===== src/rtl/el2_exu_mul_wb_ctl.sv =====
// Writeback tracker/buffer behind the multiplier: shadow tag pipeline plus a small result FIFO.
// Optional combinational bypass of an empty FIFO when EL2_MUL_WB_BYPASS_EN is defined.
module el2_exu_mul_wb_ctl #(
  parameter int LATENCY = 3,
  parameter int DEPTH   = 2
) (
  input  logic        clk,
  input  logic        rst_l,
  input  logic        issue_valid,
  input  logic [4:0]  issue_rd,
  output logic        issue_ready,
  input  logic        flush,
  input  logic [31:0] result_x,
  output logic        wb_valid,
  output logic [4:0]  wb_rd,
  output logic [31:0] wb_data,
  input  logic        wb_ready,
  output logic        busy
);
  localparam int CNT_W = $clog2(DEPTH + 1);
  localparam int PTR_W = (DEPTH > 1) ? $clog2(DEPTH) : 1;
  localparam int OCC_W = $clog2(DEPTH + LATENCY + 1);

  typedef struct packed {
    logic [4:0]  rd;
    logic [31:0] data;
  } wb_entry_t;

  logic [LATENCY-1:0] sh_valid;
  logic [4:0]         sh_rd [LATENCY];
  wb_entry_t          fifo_mem [DEPTH];
  logic [PTR_W-1:0]   wr_ptr, rd_ptr;
  logic [CNT_W-1:0]   count;

  logic             fifo_empty, retire, bypass, push, pop, pop_fifo, accept;
  logic [OCC_W-1:0] occ;

  function automatic logic [PTR_W-1:0] ptr_inc(input logic [PTR_W-1:0] p);
    return (p == PTR_W'(DEPTH - 1)) ? '0 : p + PTR_W'(1);
  endfunction

  // NOTE: every variable gets a default before any conditional update so no latch is inferred.
  always_comb begin
    occ = OCC_W'(count);
    for (int i = 0; i < LATENCY; i++) occ = occ + OCC_W'(sh_valid[i]);
  end

  assign fifo_empty = (count == '0);
  // A retire coinciding with flush is discarded; rd==0 results are dropped.
  assign retire     = sh_valid[LATENCY-1] & ~flush & (sh_rd[LATENCY-1] != 5'd0);

`ifdef EL2_MUL_WB_BYPASS_EN
  assign bypass = retire & fifo_empty & wb_ready;
`else
  assign bypass = 1'b0;
`endif

  assign push        = retire & ~bypass;
  assign wb_valid    = ~fifo_empty | bypass;
  assign pop         = wb_valid & wb_ready;
  assign pop_fifo    = ~fifo_empty & wb_ready;
  assign issue_ready = ~flush & ((occ - OCC_W'(pop)) < OCC_W'(DEPTH));
  assign accept      = issue_valid & issue_ready;
  assign busy        = (occ != '0);

  always_comb begin
    wb_rd   = '0;
    wb_data = '0;
    if (!fifo_empty) begin
      wb_rd   = fifo_mem[rd_ptr].rd;
      wb_data = fifo_mem[rd_ptr].data;
    end
`ifdef EL2_MUL_WB_BYPASS_EN
    else if (bypass) begin
      wb_rd   = sh_rd[LATENCY-1];
      wb_data = result_x;
    end
`endif
  end

  // NOTE: sequential state uses non-blocking assignments so all flops update from pre-edge values.
  always_ff @(posedge clk or negedge rst_l) begin
    if (!rst_l) begin
      sh_valid <= '0;
      for (int i = 0; i < LATENCY; i++) sh_rd[i] <= '0;
    end else begin
      sh_valid[0] <= accept;
      sh_rd[0]    <= issue_rd;
      for (int i = 1; i < LATENCY; i++) begin
        sh_valid[i] <= sh_valid[i-1] & ~flush;
        sh_rd[i]    <= sh_rd[i-1];
      end
    end
  end

  always_ff @(posedge clk or negedge rst_l) begin
    if (!rst_l) begin
      wr_ptr <= '0;
      rd_ptr <= '0;
      count  <= '0;
    end else begin
      if (push)     wr_ptr <= ptr_inc(wr_ptr);
      if (pop_fifo) rd_ptr <= ptr_inc(rd_ptr);
      case ({push, pop_fifo})
        2'b10:   count <= count + CNT_W'(1);
        2'b01:   count <= count - CNT_W'(1);
        default: count <= count;
      endcase
    end
  end

  // NOTE: storage is not reset; count gates visibility and outputs are zeroed when empty.
  always_ff @(posedge clk) begin
    if (push) fifo_mem[wr_ptr] <= '{rd: sh_rd[LATENCY-1], data: result_x};
  end

  // Issue throttling guarantees a free slot for every completing result.
  assert property (@(posedge clk) disable iff (!rst_l)
    !(push && (count == CNT_W'(DEPTH)) && !pop_fifo));

endmodule


===== config.mk =====
export PLATFORM = sky130hd
export DESIGN_NAME = el2_exu_mul_wb_ctl
export DESIGN_NICKNAME = d
export VERILOG_FILES = /design/src/rtl/el2_exu_mul_wb_ctl.sv
export SDC_FILE = /design/constraint.sdc
export NUM_CORES = 1
export LEC_CHECK = 0
export BUFFER_PORTS_ARGS = -buffer_cell sky130_fd_sc_hd__buf_2
export CORE_MARGIN = 10
export CORE_UTILIZATION = 48
export CTS_CLUSTER_SIZE = 24
export DETAILED_ROUTE_END_ITERATION = 8
export GPL_ROUTABILITY_DRIVEN = 0
export PLACE_DENSITY = 0.78
export SYNTH_ARGS = -nofsm -noshare
export SYNTH_HDL_FRONTEND = slang
export SYNTH_SLANG_ARGS = --single-unit

===== constraint.sdc =====
create_clock -name clk -period 2.7 [get_ports clk]
set_input_delay 0.27 -clock clk [delete_from_list [all_inputs] [get_ports clk]]
set_output_delay 0.27 -clock clk [all_outputs]
set_load 0.005 [all_outputs]

==> results.cfg, run 1 <==
[placement]
placedInstanceArea_mm2 = 0.004128
dpl.hpwl_um = 4415
port_buffers = 81

[sta]
finClkSkew_ns = 0.01193
rsz0062_at_grt = yes
fmax_mhz = 343.7
whs_ns = 0.1011
timing.slew.headroom_pct = 66.18
final-setup-viol-count = 1
tightestPinTransition_ns = 0.5074
final.setup.tns_ns = -0.2097
period_minus_slack_ns = 2.910
fin_ws_ns = -0.2097
post-route-period-util_pct = 107.8
hold_viol = 0
drv_slew = 0

[setup_path]
cp.arrival_ns = 2.64
endpoint_kind = primary output
path_class = reg2out
crit_path_start_kind = flip-flop
timing.rr.start = sh_valid[0]$_DFF_PN0_
r2r_cells = 8
worst-path-max-fanout = 2
critPathLaunch = sh_valid[0]$_DFF_PN0_
crit_required_ns = 2.43

[global_routing]
grt_pass1_vias = 2143
grt_usage_pct = 11.64
grt_start_max_net_pins = 38
overflow = 0
antenna_found_initial = 0
grt_first_pass_wirelength_um = 10240

[floorplan]
rows = 31
die_w_um = 106.2
core-area_mm2 = 0.007253
die_h_um = 106.2
start_util_pct = 49.16
io_pins = 82
die_area_mm2 = 0.01128

[route]
vias = 1946
ant_nets = 0
post-route-drc-count = 0
wl_per_cell_um = 16.17
drtPass1Iterations = 4
via_per_inst = 4.770
drt_iter0_drc = 62
wirelength_um = 6596

[synth]
netlist.top_cell.by_area = edfxtp_1
syn_inst = 209
synth.net_count = 256
yosys_warnings = 0
yosysSeqAreaShare_pct = 77.75
netlist_area_mm2 = 0.003566
synth_top_cell_area_share_pct = 62.32
synth-seq-cells = 96
synth_area_leaders = edfxtp_1 (62%), dfrtp_1 (15%), mux2i_1 (10%)
syn_area_per_cell_um2 = 17.06
yosysUniqueCellTypes = 18

[finish]
mostFrequentLayoutCell = buf_2
layout_common_cells = buf_2 (81), edfxtp_1 (74), nor2_1 (39)
diodes = 0
drive_above_1_share_pct = 35.60
design_area_mm2 = 0.004409
final_nets = 351
fill_cells = 564
syn2layout_area_growth_pct = 23.65

[clock_network]
cts_tree = yes
cts_buffers = 9
path_clk_slew_ns = 0.10
cts.path.max_buffers = 2
clock_latency_ns = 0.35
clock-sinks = 96
htreeDepth = 3
root_buffer = clkbuf_8

[power_and_ir_drop]
leakage_uw = 0.001826
power_density_mw_per_mm2 = 899.5
ir_drop_mv = 0.5236

[worst_hold_path]
holdPathStages = 1
holdCritStartpoint = result_x[20]
holdCritPathClass = in2reg

[outcome]
violations = setup timing
outcome = complete, but fails checks

[run]
maxCapViolations = 0
-- critical path, stage by stage (launching register included) --
cell and delay (ns):
dfrtp_1 0.42, fa_1 0.55, ha_1 0.14, inv_1 0.05
fa_1 0.47, ha_2 0.21, xnor2_1 0.14, nor3b_2 0.18
buf_2 0.14
-- through the flow --
step	util [%]	instances	power, uW	setup slack [ns]
3_3_place_gp	56.91	386	3029	0.1769
2_1_floorplan	-	209	2523	0.06936
5_1_grt	60.79	408	4208	-0.3261
3_5_place_dp	56.91	386	3069	0.09670
6_report	60.79	408	3966	-0.2097
4_1_cts	60.38	405	4032	-0.2270
-- cell type report --
type	count	area, um^2	share of cell area (%)
clock buffer	11	173.9	3.944
clock inverter	5	40.04	0.9081
inverter	6	22.52	0.5108
multi-input combinational	99	759.5	17.22
sequential	96	2774	62.91
tap	99	123.9	2.809
timing repair buffer	92	515.5	11.69
-- synth_stat cells (all sizes together) --
master  instances
edfxtp         74
nor2           42
mux2i          37
dfrtp          22
buf             8
inv             6
xnor2           6
ha              3
nor2b           3
fa              2
and2            1
nand2           1
nand3b          1
nor3b           1
o21ai           1
or4             1
-- registers in the layout, summed over array words and instances (netlist names) --
register,flops
count,2
sh_rd,15
wr_ptr,1
fifo_mem,74
rd_ptr,1
sh_valid,3
-- worst paths after layout --
kind,to,slack (ns)
setup / recovery,issue_ready,-0.21
min in group asynchronous,sh_rd[14]$_DFF_PN0_,0.39
max in group asynchronous,rd_ptr$_DFFE_PN0P_,1.97
setup reg to reg,sh_valid[0]$_DFF_PN0_,0.33
hold reg to reg,sh_rd[3]$_DFF_PN0_,0.35
hold / removal,fifo_mem[0][20]$_DFFE_PP_,0.10
-- kinds of logic (layout without fill, tap and decap cells) --
| logic type | after synthesis | count (layout) | share of synthesized area (%) |
|---|---|---|---|
| XOR/XNOR | 6 | 6 | 1.474 |
| AO/OA/AOI/OAI | 1 | 1 | 0.4563 |
| buffers and inverters | 14 | 114 | 1.789 |
| flip-flops | 96 | 96 | 77.75 |
| AND/OR/NAND/NOR | 50 | 50 | 5.965 |
| adder cells (fa/ha/maj) | 5 | 5 | 2.176 |
| multiplexers | 37 | 37 | 10.39 |
-- routing by layer --
layer	vias up	part of all wire (%)	track usage, %
met5	-	0	0
met2	54	54	20.89
met3	6	5.9	4.227
met1	949	39	11.96
met4	0	0.92	4.932
li1	937	-	-
-- power by group --
part           switching (uW)  internal [uW]  total, uW
logic                     607            613       1220
clock network             496            458        954
registers                 111           1680       1790
-- repair_timing --
item                                    4_1_cts  5_1_grt
resized for setup                             2        0
hold endpoints to repair                     24        3
endpoints found under the setup margin        1        1
hold buffers                                  3        3
buffers inserted                              0        0
Note: power is estimated with default switching activity, not from simulation.
==> inputs of run 2 (changes only) <==
--- a/config.mk
+++ b/config.mk
@@ -12,6 +12,7 @@
 export DETAILED_ROUTE_END_ITERATION = 8
 export GPL_ROUTABILITY_DRIVEN = 0
 export PLACE_DENSITY = 0.78
+export REMOVE_ABC_BUFFERS = 1
 export SYNTH_ARGS = -nofsm -noshare
 export SYNTH_HDL_FRONTEND = slang
 export SYNTH_SLANG_ARGS = --single-unit
==> run 2 against run 1 <==
The run still ends with setup timing left. Worst setup slack got worse by 0.026 ns. Combinational power is essentially flat. Highest routed layer unchanged. Register-to-register slack is essentially flat. Via count decreased by 0.62%. Critical endpoint unchanged. Clock power increased by 1%. Cell count is 1.2% lower.
==> results.cfg, run 2 (same netlist as run 1, synthesis figures left out) <==
[route]
ant_nets = 0
vias = 1934
post-route-drc-count = 0
wl_per_cell_um = 16.61
drtPass1Iterations = 4
wirelength_um = 6692
drt_iter0_drc = 58
via_per_inst = 4.799

[global_routing]
grt_start_max_net_pins = 38
grt_first_pass_wirelength_um = 10320
grt_pass1_vias = 2084
antenna_found_initial = 0
overflow = 0
grt_usage_pct = 11.83

[setup_path]
path_delay_family = adder cells
crit_chain = fa_1, ha_2, inv_2, fa_1, ha_2, xnor2_2, nor3b_2, buf_2
crit_path_start_kind = flip-flop
crit_path_max_incr_delay_ns = 0.56
path_class = reg2out
crit_required_ns = 2.43
worst-path-max-fanout = 2
critPathSlowestCell = fa_1
cp.arrival_ns = 2.67
endpoint_kind = primary output
cp_num_buf_inv = 2

[clock_network]
clock_latency_ns = 0.35
cts_tree = yes
path_clk_slew_ns = 0.08
clock-sinks = 96
postCtsSetupBuffers = 0
cts_buffers = 9
root_buffer = clkbuf_8
htreeDepth = 3
cts.path.max_buffers = 2

[sta]
post-route-period-util_pct = 108.7
hold_viol = 0
fmax_mhz = 340.6
period_minus_slack_ns = 2.936
fin_ws_ns = -0.2357
final-setup-viol-count = 1
timing.slew.headroom_pct = 64.47
rsz0062_at_grt = yes
drv_slew = 0
tightestPinTransition_ns = 0.5330
whs_ns = 0.02204
finClkSkew_ns = 0.005804

[power_and_ir_drop]
power_uw = 4009
p_comb_share_pct = 31.1
clkPwrFrac_pct = 24.1
switchingPower_uw = 1188
ir_drop_mv = 0.4608
power_frac_seq_pct = 44.8
leakage_uw = 0.001817
power_density_mw_per_mm2 = 913.1
p_int_uw = 2821
switching_share_pct = 29.63

[floorplan]
die_area_mm2 = 0.01128
start_util_pct = 49.16
die_h_um = 106.2
io_pins = 82
core-area_mm2 = 0.007253
rows = 31
die_w_um = 106.2

[finish]
largest_reg_flops = 74
final_nets = 346
utilization_pct = 60.53
fill_cells = 572
largest-register = fifo_mem
layout_common_cells = buf_2 (81), edfxtp_1 (74), nor2_1 (39)
mostFrequentLayoutCell = buf_2
diodes = 0
drive_above_1_share_pct = 36.51
multi_input_area_um2 = 769.5
syn2layout_area_growth_pct = 23.12
largestRegisters = fifo_mem x74, sh_rd x15, sh_valid x3
seq_area_mm2 = 0.002774

[placement]
dpl.hpwl_um = 4620
port_buffers = 81

[run]
maxCapViolations = 0

[outcome]
outcome = complete, but fails checks
violations = setup timing

[worst_hold_path]
holdCritPathClass = in2reg
[run 2: changes by cell type in the layout (fill, tap and decap cells not counted), sizes merged]
cell	before	now
inv	10	6
dlygate4sd3	6	1
clkinvlp	1	0
bufinv	0	2
clkinv	0	5
clkbuf	11	9
[run 2: area by class of cell]
class / instances / share of cell area (%)
multi-input combinational: 99 / 17.53
timing repair buffer: 87 / 11.17
clock inverter: 7 / 1.966
inverter: 6 / 0.5130
clock buffer: 9 / 2.821
sequential: 96 / 63.18
tap: 99 / 2.821
[run 2: worst paths after layout]
check,from,endpoint,slack (ns),depth (start not counted)
worst min register to register,sh_rd[8]$_DFF_PN0_,sh_rd[3]$_DFF_PN0_,0.35,0
worst min-delay path,issue_rd[2],sh_rd[12]$_DFF_PN0_,0.02,1
min in group asynchronous,rst_l,sh_valid[1]$_DFF_PN0_,0.42,2
worst max-delay path,count[0]$_DFFE_PN0P_,issue_ready,-0.24,8
max in group asynchronous,rst_l,rd_ptr$_DFFE_PN0P_,1.93,2
worst max register to register,count[0]$_DFFE_PN0P_,sh_valid[0]$_DFF_PN0_,0.32,7
[run 2: per-layer routing]
layer	wire, um	global-route usage [%]
met2	3364	19.57
met3	521	4.650
met4	74	5.029
met5	0	0
met1	2732	13.39
[run 2: timing repair]
action,CTS,global route
pin swaps,5,2
hold buffers,1,0
endpoints found under the setup margin,1,1
gates resized for setup,5,0
hold endpoints to repair,22,0
[run 2: metrics by stage]
stage / setup slack (ns) / setup TNS (ns) / std cells / area [um^2]
6_report: -0.2357 / -0.2357 / 403 / 4390
5_1_grt: -0.3292 / -0.3292 / 403 / 4390
4_1_cts: -0.2782 / -0.2782 / 403 / 4390
3_5_place_dp: 0.1076 / 0 / 386 / 4153
3_3_place_gp: 0.1984 / 0 / 386 / 4153
2_1_floorplan: -0.1690 / -0.2951 / 201 / 3525
[run 2: power groups by stage]
stage / registers, uW / clock network, uW / logic, uW
after floorplan: 1860 / 0 / 646
final: 1790 / 966 / 1250
after global routing: 1810 / 1060 / 1400
after CTS: 1800 / 994 / 1270
after detailed placement: 1830 / 0 / 1240
after global placement: 1820 / 0 / 1210
[run 2: worst reg2reg max path, delay by kind of cell (launching register included)]
kind / cells / cell delay, ns
AND/OR/NAND/NOR: 2 / 0.30
flip-flops: 1 / 0.41
adder cells (fa/ha/maj): 4 / 1.52
buffers and inverters: 1 / 0.04
==> inputs of run 3 (changes only) <==
--- a/config.mk
+++ b/config.mk
@@ -11,8 +11,7 @@
 export CTS_CLUSTER_SIZE = 24
 export DETAILED_ROUTE_END_ITERATION = 8
 export GPL_ROUTABILITY_DRIVEN = 0
-export PLACE_DENSITY = 0.78
-export REMOVE_ABC_BUFFERS = 1
+export PLACE_DENSITY = 0.73
 export SYNTH_ARGS = -nofsm -noshare
 export SYNTH_HDL_FRONTEND = slang
 export SYNTH_SLANG_ARGS = --single-unit
==> run 3 against run 2 <==
The flow still finishes with violations (setup timing). Largest power group unchanged. Sequential power about the same. Clock skew up 0.0032 ns. Die area did not move. Worst setup slack improved by 0.10 ns. Critical endpoint unchanged. Worst hold slack improved by 0.013 ns. Total power shrank 4.5%.
==> results.cfg, run 3 (same netlist as run 1, synthesis figures left out) <==
[outcome]
outcome = complete, but fails checks
violations = setup timing

[finish]
utilization_pct = 59.57
design_area_mm2 = 0.004320
layout_common_cells = buf_2 (81), edfxtp_1 (74), nor2_1 (39)
diodes = 0
drive_above_1_share_pct = 34.87
final_nets = 346
syn2layout_area_growth_pct = 21.16
largestRegisters = fifo_mem x74, sh_rd x15, sh_valid x3
largest-register = fifo_mem
final_cells = 403
largest_reg_flops = 74
mostFrequentLayoutCell = buf_2

[setup_path]
path_class = reg2out
cp_common_cell = fa_1
crit_path_start_kind = flip-flop
critPathSlowestCell = fa_1
worstReg2RegEnd = sh_valid[0]$_DFF_PN0_
crit_required_ns = 2.43
cp-endpoint = issue_ready
crit_path_max_incr_delay_ns = 0.55
critPathLaunch = sh_valid[0]$_DFF_PN0_
r2r_slack_ns = 0.39
r2r_cells = 7
timing.rr.start = sh_valid[0]$_DFF_PN0_
worst-path-max-fanout = 2
crit_chain = fa_1, ha_1, inv_1, fa_1, ha_2, xnor2_1, nor3b_2, buf_2
endpoint_kind = primary output
cp.arrival_ns = 2.57

[clock_network]
clock_latency_ns = 0.33
cts_buffers = 9
htreeDepth = 3
cts_tree = yes
path_clk_slew_ns = 0.08
clock-sinks = 96
cts.path.max_buffers = 2
root_buffer = clkbuf_8
postCtsSetupBuffers = 0

[global_routing]
grt_first_pass_wirelength_um = 9970
grt_pass1_vias = 2070
grt_usage_pct = 11.07
overflow = 0
grt_start_max_net_pins = 38
antenna_found_initial = 0

[floorplan]
die_area_mm2 = 0.01128
start_util_pct = 49.16
die_w_um = 106.2
rows = 31
die_h_um = 106.2
core-area_mm2 = 0.007253
io_pins = 82

[route]
ant_nets = 0
wl_per_cell_um = 15.51
vias = 1920
wirelength_um = 6251
drt_iter0_drc = 49
post-route-drc-count = 0
drtPass1Iterations = 4
via_per_inst = 4.764

[placement]
port_buffers = 81
dp_cells = 386
placedInstanceArea_mm2 = 0.004128

[sta]
timing.slew.headroom_pct = 62.02
fin_ws_ns = -0.1350
post-route-period-util_pct = 105.0
tightestPinTransition_ns = 0.5697
finClkSkew_ns = 0.009029
rsz0062_at_grt = yes
drv_slew = 0
whs_ns = 0.03538
hold_viol = 0
final-setup-viol-count = 1
period_minus_slack_ns = 2.835
fmax_mhz = 352.7

[power_and_ir_drop]
leakage_uw = 0.001788
ir_drop_mv = 0.5030
power_density_mw_per_mm2 = 886.4
power_uw = 3830

[worst_hold_path]
holdCritPathClass = in2reg
holdCritStartpoint = issue_rd[2]

[run]
maxCapViolations = 0
-- run 3: cell types whose count changed in the layout (fill, tap and decap cells not counted), sizes merged --
| cell | previous run | this run |
|---|---|---|
| bufinv | 2 | 0 |
| clkbuf | 9 | 13 |
| clkinv | 5 | 2 |
| inv | 6 | 7 |
-- run 3: area by class of cell --
cell class	count	area (um^2)
Multi-Input combinational cell	99	759.5
Fill cell	588	2933
Clock inverter	3	15.01
Tap cell	99	123.9
Timing Repair Buffer	87	465.4
Clock buffer	13	160.2
Sequential cell	96	2774
Inverter	6	22.52
-- run 3: critical path, delay by kind of cell, from the launching register on --
family	cells	cell delay, ns
flip-flops	1	0.40
buffers and inverters	2	0.18
XOR/XNOR	1	0.13
AND/OR/NAND/NOR	1	0.16
adder cells (fa/ha/maj)	4	1.36
-- run 3: per-stage QoR --
stage               TNS [ns]  worst slack, ns
global placement           0           0.1917
global route         -0.3211          -0.3211
finish               -0.1350          -0.1350
CTS                  -0.2220          -0.2220
detailed placement         0           0.1537
floorplan                  0          0.06936
-- run 3: repair_timing --
item / in CTS / in global routing
hold buffers: 1 / 0
endpoints found under the setup margin: 1 / 1
gates cloned: 0 / 0
endpoints found under the hold margin: 22 / 0
resized for setup: 1 / 1
pin swaps: 1 / 1
-- run 3: metal layers --
| layer | GRT usage (%) | vias to the layer above | share of wire, % | routed length (um) |
|---|---|---|---|---|
| li1 | - | 923 | - | - |
| met1 | 12.36 | 939 | 41 | 2585 |
| met2 | 19.04 | 50 | 52 | 3251 |
| met3 | 3.925 | 8 | 5.5 | 341 |
| met4 | 4.159 | 0 | 1.2 | 72 |
| met5 | 0 | - | 0 | 0 |
-- run 3: power breakdown --
| part | internal [uW] | switching [uW] |
|---|---|---|
| registers | 1680 | 117 |
| clock network | 389 | 438 |
| logic | 606 | 599 |
-- run 3: how the worst min path moves through the flow --
stage	to	slack, ns	cells past startpoint
floorplan	count[0]$_DFFE_PN0P_	-0.03	0
finish	sh_rd[12]$_DFF_PN0_	0.04	1
global route	sh_rd[11]$_DFF_PN0_	0.01	1
CTS	sh_rd[13]$_DFF_PN0_	0.02	1
global placement	sh_valid[0]$_DFF_PN0_	0.25	1
detailed placement	count[1]$_DFFE_PN0P_	0.26	1
